==> src/rtl/parallel_in_shift_register.sv <==
// Parallel-in, serial-out transmitter: accepts one WIDTH-bit word on a valid/ready
// handshake and shifts it out one bit per ShiftEn edge, MSB or LSB first.
module parallel_in_shift_register #(
    parameter int WIDTH     = 4,
    parameter bit MSB_FIRST = 1'b1
) (
    input  logic             Clk,
    input  logic             Reset,
    input  logic [WIDTH-1:0] ParallelIn,
    input  logic             LoadValid,
    output logic             LoadReady,
    input  logic             ShiftEn,
    output logic             ShiftOut,
    output logic             ShiftValid,
    output logic             Busy,
    output logic             Done
);
    // state    | meaning
    // ST_IDLE  | waiting for a word; LoadReady high, sreg held at zero so ShiftOut is low
    // ST_SHIFT | serializing sreg, one bit per edge with ShiftEn high

    localparam logic ST_IDLE  = 1'b0;
    localparam logic ST_SHIFT = 1'b1;

    localparam int               CW       = $clog2(WIDTH);
    localparam logic [CW-1:0]    LAST_CNT = CW'(WIDTH - 1);

    logic             state;
    logic [WIDTH-1:0] sreg;
    logic [WIDTH-1:0] sreg_shifted;
    logic [CW-1:0]    cnt;
    logic             done_q;

    // The output bit is a direct register tap; sreg is cleared on word end so IDLE drives 0.
    generate
        if (MSB_FIRST) begin : g_msb_first
            assign sreg_shifted = {sreg[WIDTH-2:0], 1'b0};
            assign ShiftOut     = sreg[WIDTH-1];
        end else begin : g_lsb_first
            assign sreg_shifted = {1'b0, sreg[WIDTH-1:1]};
            assign ShiftOut     = sreg[0];
        end
    endgenerate

    always_ff @(posedge Clk) begin
        if (Reset) begin
            state  <= ST_IDLE;
            sreg   <= '0;
            cnt    <= '0;
            done_q <= 1'b0;
        end else begin
            done_q <= 1'b0;
            case (state)
                ST_IDLE: begin
                    if (LoadValid) begin
                        sreg  <= ParallelIn;
                        cnt   <= '0;
                        state <= ST_SHIFT;
                    end
                end
                ST_SHIFT: begin
                    if (ShiftEn) begin
                        if (cnt == LAST_CNT) begin
                            sreg   <= '0;
                            cnt    <= '0;
                            done_q <= 1'b1;
                            state  <= ST_IDLE;
                        end else begin
                            sreg <= sreg_shifted;
                            cnt  <= cnt + CW'(1);
                        end
                    end
                end
                default: begin
                    state <= ST_IDLE;
                    sreg  <= '0;
                    cnt   <= '0;
                end
            endcase
        end
    end

    assign LoadReady  = (state == ST_IDLE);
    assign Busy       = (state == ST_SHIFT);
    assign ShiftValid = (state == ST_SHIFT);
    assign Done       = done_q;

endmodule

==> config.mk <==
export PLATFORM = sky130hd
export DESIGN_NAME = parallel_in_shift_register
export DESIGN_NICKNAME = d
export VERILOG_FILES = /design/src/rtl/parallel_in_shift_register.sv
export SDC_FILE = /design/constraint.sdc
export NUM_CORES = 1
export LEC_CHECK = 0
export CORE_AREA = 2 2 39 41
export CTS_BUF_LIST = sky130_fd_sc_hd__clkbuf_2 sky130_fd_sc_hd__clkbuf_4 sky130_fd_sc_hd__clkbuf_8
export CTS_CLUSTER_DIAMETER = 60
export DETAILED_ROUTE_END_ITERATION = 16
export DIE_AREA = 0 0 41 43
export PLACE_DENSITY = 0.64
export SYNTH_ARGS = -nofsm -noshare
export SYNTH_HDL_FRONTEND = slang
export SYNTH_SLANG_ARGS = --single-unit
==> constraint.sdc <==
create_clock -name Clk -period 1.5 [get_ports Clk]
set_input_delay 0.225 -clock Clk [delete_from_list [all_inputs] [get_ports Clk]]
set_output_delay 0.225 -clock Clk [all_outputs]
set_load 0.005 [all_outputs]
## After elaboration in Yosys (flattened, before gate mapping)

Index checks and enable logic that the tools add are counted.

- Register bits after elaboration: 8
- Output and inout port bits: 5
- Word-level logic and storage cells: 25

- Add/sub/neg operators: 1
- Equal/unequal tests: 3
- Muxes and demuxes: 13
- Bitwise operators: 2
- Reductions and logical operators: 2

Operators with widths:

| cell | number |
|---|---|
| 4-bit 2-to-1 mux | 3 |
| 4-bit one-hot mux with 2 select lines | 1 |
| 2-bit 2-to-1 mux | 3 |
| 1-bit 2-to-1 mux | 4 |
| 2-bit inequality test, second input constant | 2 |
| 2-bit one-hot mux with 2 select lines | 1 |
| 3-bit OR reduction | 1 |
| 2-bit by 1-bit adder with 2-bit output, second input constant | 1 |
| 2-bit equality test, second input constant | 1 |
| 1-bit NOT | 2 |
| 1-bit one-hot mux with 2 select lines | 1 |
| 2-bit AND reduction | 1 |

## Logic depth before layout (Yosys ltp)

Gate-level depths: netlist of the first run.

- Depth after elaboration: 4
- Gate-level depth with buffers: 4

## Worst setup path after synthesis of the first run

Ideal clock, no wire load.

- Path kind: register to register
- Start: register cnt[0]
- End: register cnt[0]
- Setup time: 0.067 ns
- Arrival: 1.019 ns
- Required time: 1.433 ns
- Path slack: 0.415 ns
- Stages on the path, launching flop included: 4
- Buffers on the path: 0
- Cell sequence: dfxtp_1 -> ha_1 -> or3_1 -> a21oi_2

- Cells in the longest elaborated chain, start to end: 4
- Elaborated cells on any way between the ends: 5
- Those cells by class: add/sub (1); eq/ne (1); mux (3)

Ends and longest elaborated chain:

| what | RTL line | RTL |
|---|---|---|
| start: declaration | 31 | `logic [CW-1:0] cnt;` |
| start signal: assignment | 70 | `cnt <= cnt + CW'(1);` |
| 2-bit by 1-bit adder with 2-bit output or 2-bit equality test (tied branches) | 70, 63 |  |
| 2-bit 2-to-1 mux * | 63 | `if (cnt == LAST_CNT) begin` |
| 2-bit 2-to-1 mux * | 62 | `if (ShiftEn) begin` |
| 2-bit one-hot mux with 2 select lines * | 53 | `case (state)` |

Mark *: on every way between the ends. The rest lies on a longest branch, timed or not. The select of a mux whose other input is x is not followed.
A chain may end at the register's enable or synchronous reset.

## Worst setup path after layout of the first run

- Start: register state (netlist: Busy)
- End: output LoadReady

- Cells in the longest elaborated chain, start to end: 1

Ends and longest elaborated chain:

| what | RTL line | RTL |
|---|---|---|
| start: declaration | 28 | `logic state;` |
| start signal: assignment | 47 | `state <= ST_IDLE;` |
| start signal: assignment | 58 | `state <= ST_SHIFT;` |
| start signal: assignment | 67 | `state <= ST_IDLE;` |
| 1-bit NOT | n/a |  |
| end: declaration | 11 | `output logic LoadReady,` |

No other way between the ends.

==> qor.yml, run 1 <==
clock_tree:
  clk_pin_slew_ns: 0.06
  clockBufferDepth: 2
  cts_max_level: 1
  cts_tree: "yes"
  cts_num_sinks: 8
  clk_latency_ns: 0.25
  numCtsBuffers: 3
  cts-root-buf: "clkbuf_4"
  holdBufCountCts: 0
setup_path:
  cp-end-kind: "primary output"
  path_max_fanout: 8
  crit_start: "Busy"
  critPathKind: "reg2out"
  crit_path_start_kind: "flip-flop"
  r2r_start: "cnt[0]"
  worstPathArrival_ns: 1.18
  worst_ep_required_time_ns: 1.27
route:
  firstDrtPassIters: 4
  drtAntennaViolNets: 0
  wl_um: 733
  viasPerCell: 4.75
  drtIter0Drc: 5
  drc: 0
  routedWlPerCell_um: 10.6
  vias: 328
floorplanning:
  die_x_um: 41
  start_util_pct: 26.0
  ios: 13
  dieArea_um2: 1760
  core_area_um2: 1380
  core.rowCount: 14
  fp.dieH_um: 43
timing:
  slew_viol_final: 0
  hold_viol_final: 0
  fmax_ghz: 0.710
  fin_crit_sh_pct: 93.8
  rsz0062_at_grt: "no"
  fin_crit_ns: 1.41
  skew_ns: 0.00444
  slew_headroom_pct: 79.4
  tightest_slew_ns: 0.308
  setup_violations: 0
  fin_setup_tns_ns: 0
synth:
  synth_area_um2: 360
  synth.avg_cell_area_um2: 9.24
  synth_top_cells_by_count: "8 x dfxtp_1, 6 x nor2_1, 3 x nor2b_1, 3 x nor3_1, 3 x o22ai_1"
  yosysMostFrequentCell: "dfxtp_1"
  synth_ff_type: "dfxtp_1"
  syn_nets: 48
  synthCells: 39
  synth.area.top_cells: "dfxtp_1 44%, nor2_1 6.3%, nor2b_1 5.2%, o22ai_1 5.2%, a32oi_1 4.9%"
  ys_types: 20
  yosys.area.top_type: "dfxtp_1"
  async_flop_share_pct: 0
  yosysTopAreaCellShare_pct: 44.4
  ys_seq_area_share_pct: 44.4
  yosys_warnings: 0
  synth_edf_count: 0
  yosys_register_bits: 8
global_routing:
  grt_overflow: 0
  antenna_found_initial: 0
  grt_pass1_wl_um: 1200
  grt_pass1_vias: 288
  grt_usage_pct: 10.8
  grt_max_degree: 9
layout:
  syn2layout_area_growth_pct: 43.4
  antenna_cells: 0
  fin_nets: 64
  design_area_um2: 517
  drive_above_1_share_pct: 17.0
place:
  port_buffers: 12
  place_area_um2: 493
  routabilityCongestion: 0.684
  hpwl_um: 568
power:
  pwr_density_cell_nw_per_um2: 947
  leakagePower_uw: 0.000202
  vdd_drop_max_uv: 255
run:
  maxCapViolCount: 0
status:
  run_status: "finished, final reports clean"
worst_hold_path:
  min_path_type: "reg2reg"
  hp-start: "cnt[0]"
==> state kept, by name (all words and copies together) (netlist names) <==
signal  count
Busy        1
cnt         2
Done        1
sreg        4
==> through the flow <==
stage	total power, µW	setup WS [ns]	hold slack [ns]	utilization [%]	instances
final	489	0.0925	0.476	37.3	69
after detailed placement	326	0.120	0.476	35.6	66
after global routing	517	0.0230	0.494	37.3	69
after floorplan	283	0.415	0.343	-	39
after CTS	493	0.0802	0.482	37.3	69
after global placement	325	0.132	0.466	35.6	66
==> layout make-up <==
type	instances	area, µm²
clock buffer	3	22.5
fill	147	867
inverter	1	3.75
multi-input combinational	27	174
sequential	8	161
tap	16	20.0
timing repair buffer	14	135
==> layer usage <==
layer  vias up  share of wire [%]  track usage [%]
li1        168                  -                -
met1       147                 43             13.2
met2        11                 47             13.4
met3         2                7.6             6.28
met4         0                1.6             8.00
met5         -                  0                0
==> path summary, 6_finish.rpt <==
check                           slack, ns        end  cells past startpoint
worst max register to register       0.34     cnt[0]                      3
worst min register to register       0.48     cnt[0]                      2
worst max-delay path                 0.09  LoadReady                      2
worst min-delay path                 0.48     cnt[0]                      2
==> logic make-up (layout without fill, tap and decap cells) <==
family / after synthesis / in the layout / share of synthesized area (%)
and+or+nand+nor: 17 / 17 / 24.0
muxes: 2 / 2 / 5.90
AOI/OAI and AO/OA: 7 / 7 / 14.9
buffers and inverters: 4 / 18 / 7.29
adders and majority gates: 1 / 1 / 3.47
DFF: 8 / 8 / 44.4
==> report_power, final <==
part           switching (µW)  internal (µW)
combinational            33.5           53.3
clock                    76.3           91.8
sequential               8.56            226
==> worst max-delay path, cell delays in order, from the launching register on <==
cell and delay, ns:
dfxtp_2 0.36, inv_1 0.08, clkdlybuf4s50_1 0.50
==> repair_timing <==
item,CTS,global route
endpoints found under the setup margin,1,0
setup buffers,0,0
gates resized for setup,1,0
==> cells in the final DEF, fill, tap and decap left out <==
master           count
a32oi_1              2
inv_1                1
nand2b_1             1
ha_1                 1
dfxtp_2              1
nand2_2              1
mux2i_1              1
mux2_2               1
o22ai_1              3
nor2b_1              3
or3_1                1
nor3b_1              1
clkbuf_4             3
dfxtp_1              7
buf_4                2
nor3_1               3
clkdlybuf4s50_1     12
a21oi_2              1
a311oi_1             1
nand2_1              1
nor2_1               6
(Power assumes the default switching activity.)
==> run 2: changes to the inputs <==
CORE_AREA = 8 8 45 47   (was 2 2 39 41)
DIE_AREA = 0 0 53 55   (was 0 0 41 43)
SLEW_MARGIN = 10   (was not set)
==> run 2 against run 1 <==
Critical path depth did not move. Power fell by 2.5%. Cell count fell by 1.4%. Combinational power fell by 4.3%. Critical path type unchanged.
==> qor.yml, run 2 (same netlist as run 1, synthesis figures left out) <==
power:
  seqPwrFrac_pct: 49.3
  intPower_uw: 367
  vdd_drop_max_uv: 320
  pwr_density_cell_nw_per_um2: 932
  swShare_pct: 22.9
  leakagePower_uw: 0.000197
  p_total_uw: 477
  p_clk_share_pct: 33.2
  p_sw_uw: 109
  pwr-share-comb_pct: 17.4
clock_tree:
  holdBufCountCts: 0
  clk_pin_slew_ns: 0.05
  numCtsBuffers: 3
  cts_max_level: 1
  cts_num_sinks: 8
  clockBufferDepth: 2
  cts_tree: "yes"
  cts-root-buf: "clkbuf_4"
  clk_latency_ns: 0.25
  cts_setup_buffers: 0
route:
  vias: 317
  drtIter0Drc: 3
  routedWlPerCell_um: 12.0
  viasPerCell: 4.66
  drc: 0
  drtAntennaViolNets: 0
  firstDrtPassIters: 4
  wl_um: 814
floorplanning:
  core_area_um2: 1380
  die_x_um: 53
  fp.dieH_um: 55
  core.rowCount: 14
  ios: 13
  start_util_pct: 26.0
  dieArea_um2: 2920
worst_hold_path:
  hp-start: "cnt[0]"
  min_path_type: "reg2reg"
  min_delay_path_depth: 2
  hold_end: "cnt[0]"
timing:
  hold_viol_final: 0
  fin_setup_tns_ns: 0
  setup_violations: 0
  slew_headroom_pct: 80.1
  skew_ns: 0.00190
  rsz0062_at_grt: "no"
  fmax_ghz: 0.699
  fin_crit_ns: 1.43
  tightest_slew_ns: 0.297
  fin_crit_sh_pct: 95.4
  slew_viol_final: 0
layout:
  top_regs: "sreg (4), cnt (2)"
  syn2layout_area_growth_pct: 42.0
  final_common_cell: "clkdlybuf4s50_1"
  antenna_cells: 0
  fill_cells: 163
  mostFrequentLayoutCells: "12 x clkdlybuf4s50_1, 7 x dfxtp_1, 6 x nor2_1"
  regMostFlops: "sreg"
  largest_reg_flops: 4
  drive_above_1_share_pct: 15.4
  fin_nets: 63
setup_path:
  crit_family: "buffers and inverters"
  critPathKind: "reg2out"
  slowest_delay_ns: 0.51
  worstPathArrival_ns: 1.21
  cp-end-kind: "primary output"
  r2r_start: "cnt[0]"
  r2r_setup_slack_ns: 0.33
  r2r_end: "cnt[0]"
  path_max_fanout: 10
  cpMaxStageDelayCell: "clkdlybuf4s50_1"
  crit_path_start_kind: "flip-flop"
  path_buf_inv: 2
  worst_ep_required_time_ns: 1.27
  path_cells: "inv_1, clkdlybuf4s50_1"
  reg2reg_depth: 3
global_routing:
  grt_overflow: 0
  grt_max_degree: 11
  antenna_found_initial: 0
  grt_pass1_vias: 318
  grt_usage_pct: 6.83
  grt_pass1_wl_um: 1400
run:
  maxCapViolCount: 0
place:
  hpwl_um: 629
  port_buffers: 12
  routabilityCongestion: 0.686
status:
  run_status: "finished, final reports clean"
==> run 2: cell types whose count changed in the layout (fill, tap and decap cells not counted) <==
cell | previous run | this run
buf_4 | 2 | 1
dfxtp_4 | 0 | 1
dfxtp_2 | 1 | 0
==> run 2: final cells by class <==
class / instances / area (µm²) / area share (%)
clock buffer: 3 / 22.5 / 4.40
tap: 16 / 20.0 / 3.91
timing repair buffer: 13 / 128 / 24.9
multi-input combinational: 27 / 174 / 34.0
sequential: 8 / 164 / 32.0
inverter: 1 / 3.75 / 0.733
==> run 2: power groups by stage <==
| stage | registers, µW | clock network, µW | logic, µW |
|---|---|---|---|
| floorplan | 236 | 0 | 47.5 |
| global placement | 240 | 0 | 82.5 |
| detailed placement | 240 | 0 | 83.6 |
| CTS | 236 | 169 | 84.8 |
| global route | 237 | 184 | 91.9 |
| finish | 235 | 159 | 83.1 |
==> run 2: worst register-to-register path: cells and delay by family (launching register included) <==
family,cells,cell delay (ns)
AOI/OAI and AO/OA,1,0.13
adders and majority gates,1,0.27
DFF,1,0.32
and+or+nand+nor,1,0.38
==> run 2: routing by layer <==
layer / share of wire (%) / track usage (%)
met5: 0 / 0
met4: 0 / 3.88
met3: 13 / 5.08
met2: 47 / 10.2
met1: 40 / 6.85
==> run 2: worst max-delay path by stage <==
stage / startpoint / to / slack, ns / depth (start not counted)
global route: Busy / LoadReady / 0.004 / 2
floorplan: cnt[0] / cnt[0] / 0.41 / 3
CTS: Busy / ShiftValid / 0.04 / 1
detailed placement: ShiftEn / cnt[0] / 0.1 / 4
global placement: ShiftEn / cnt[0] / 0.13 / 4
finish: Busy / LoadReady / 0.07 / 2
==> run 2: what timing repair did <==
item                                    4_1_cts  5_1_grt
resized for setup                             1        1
pin swaps                                     0        0
hold endpoints to repair                      0        0
endpoints found under the setup margin        3        2
==> run 2: stage by stage <==
| step | setup slack (ns) | hold slack, ns | cells | area, µm² | utilization, % |
|---|---|---|---|---|---|
| final | 0.0684 | 0.482 | 68 | 512 | 37.0 |
| after global routing | 0.00419 | 0.511 | 68 | 512 | 37.0 |
| after CTS | 0.0437 | 0.486 | 68 | 509 | 36.8 |
| after detailed placement | 0.0986 | 0.477 | 65 | 485 | 35.1 |
| after global placement | 0.130 | 0.475 | 65 | 485 | 35.1 |
| after floorplan | 0.415 | 0.343 | 39 | 360 | - |
==> run 3: changes to the inputs <==
CTS_CLUSTER_DIAMETER = not set   (was 60)
==> results of run 3 <==
Final layout, timing and power as in run 2 (identical DEF).
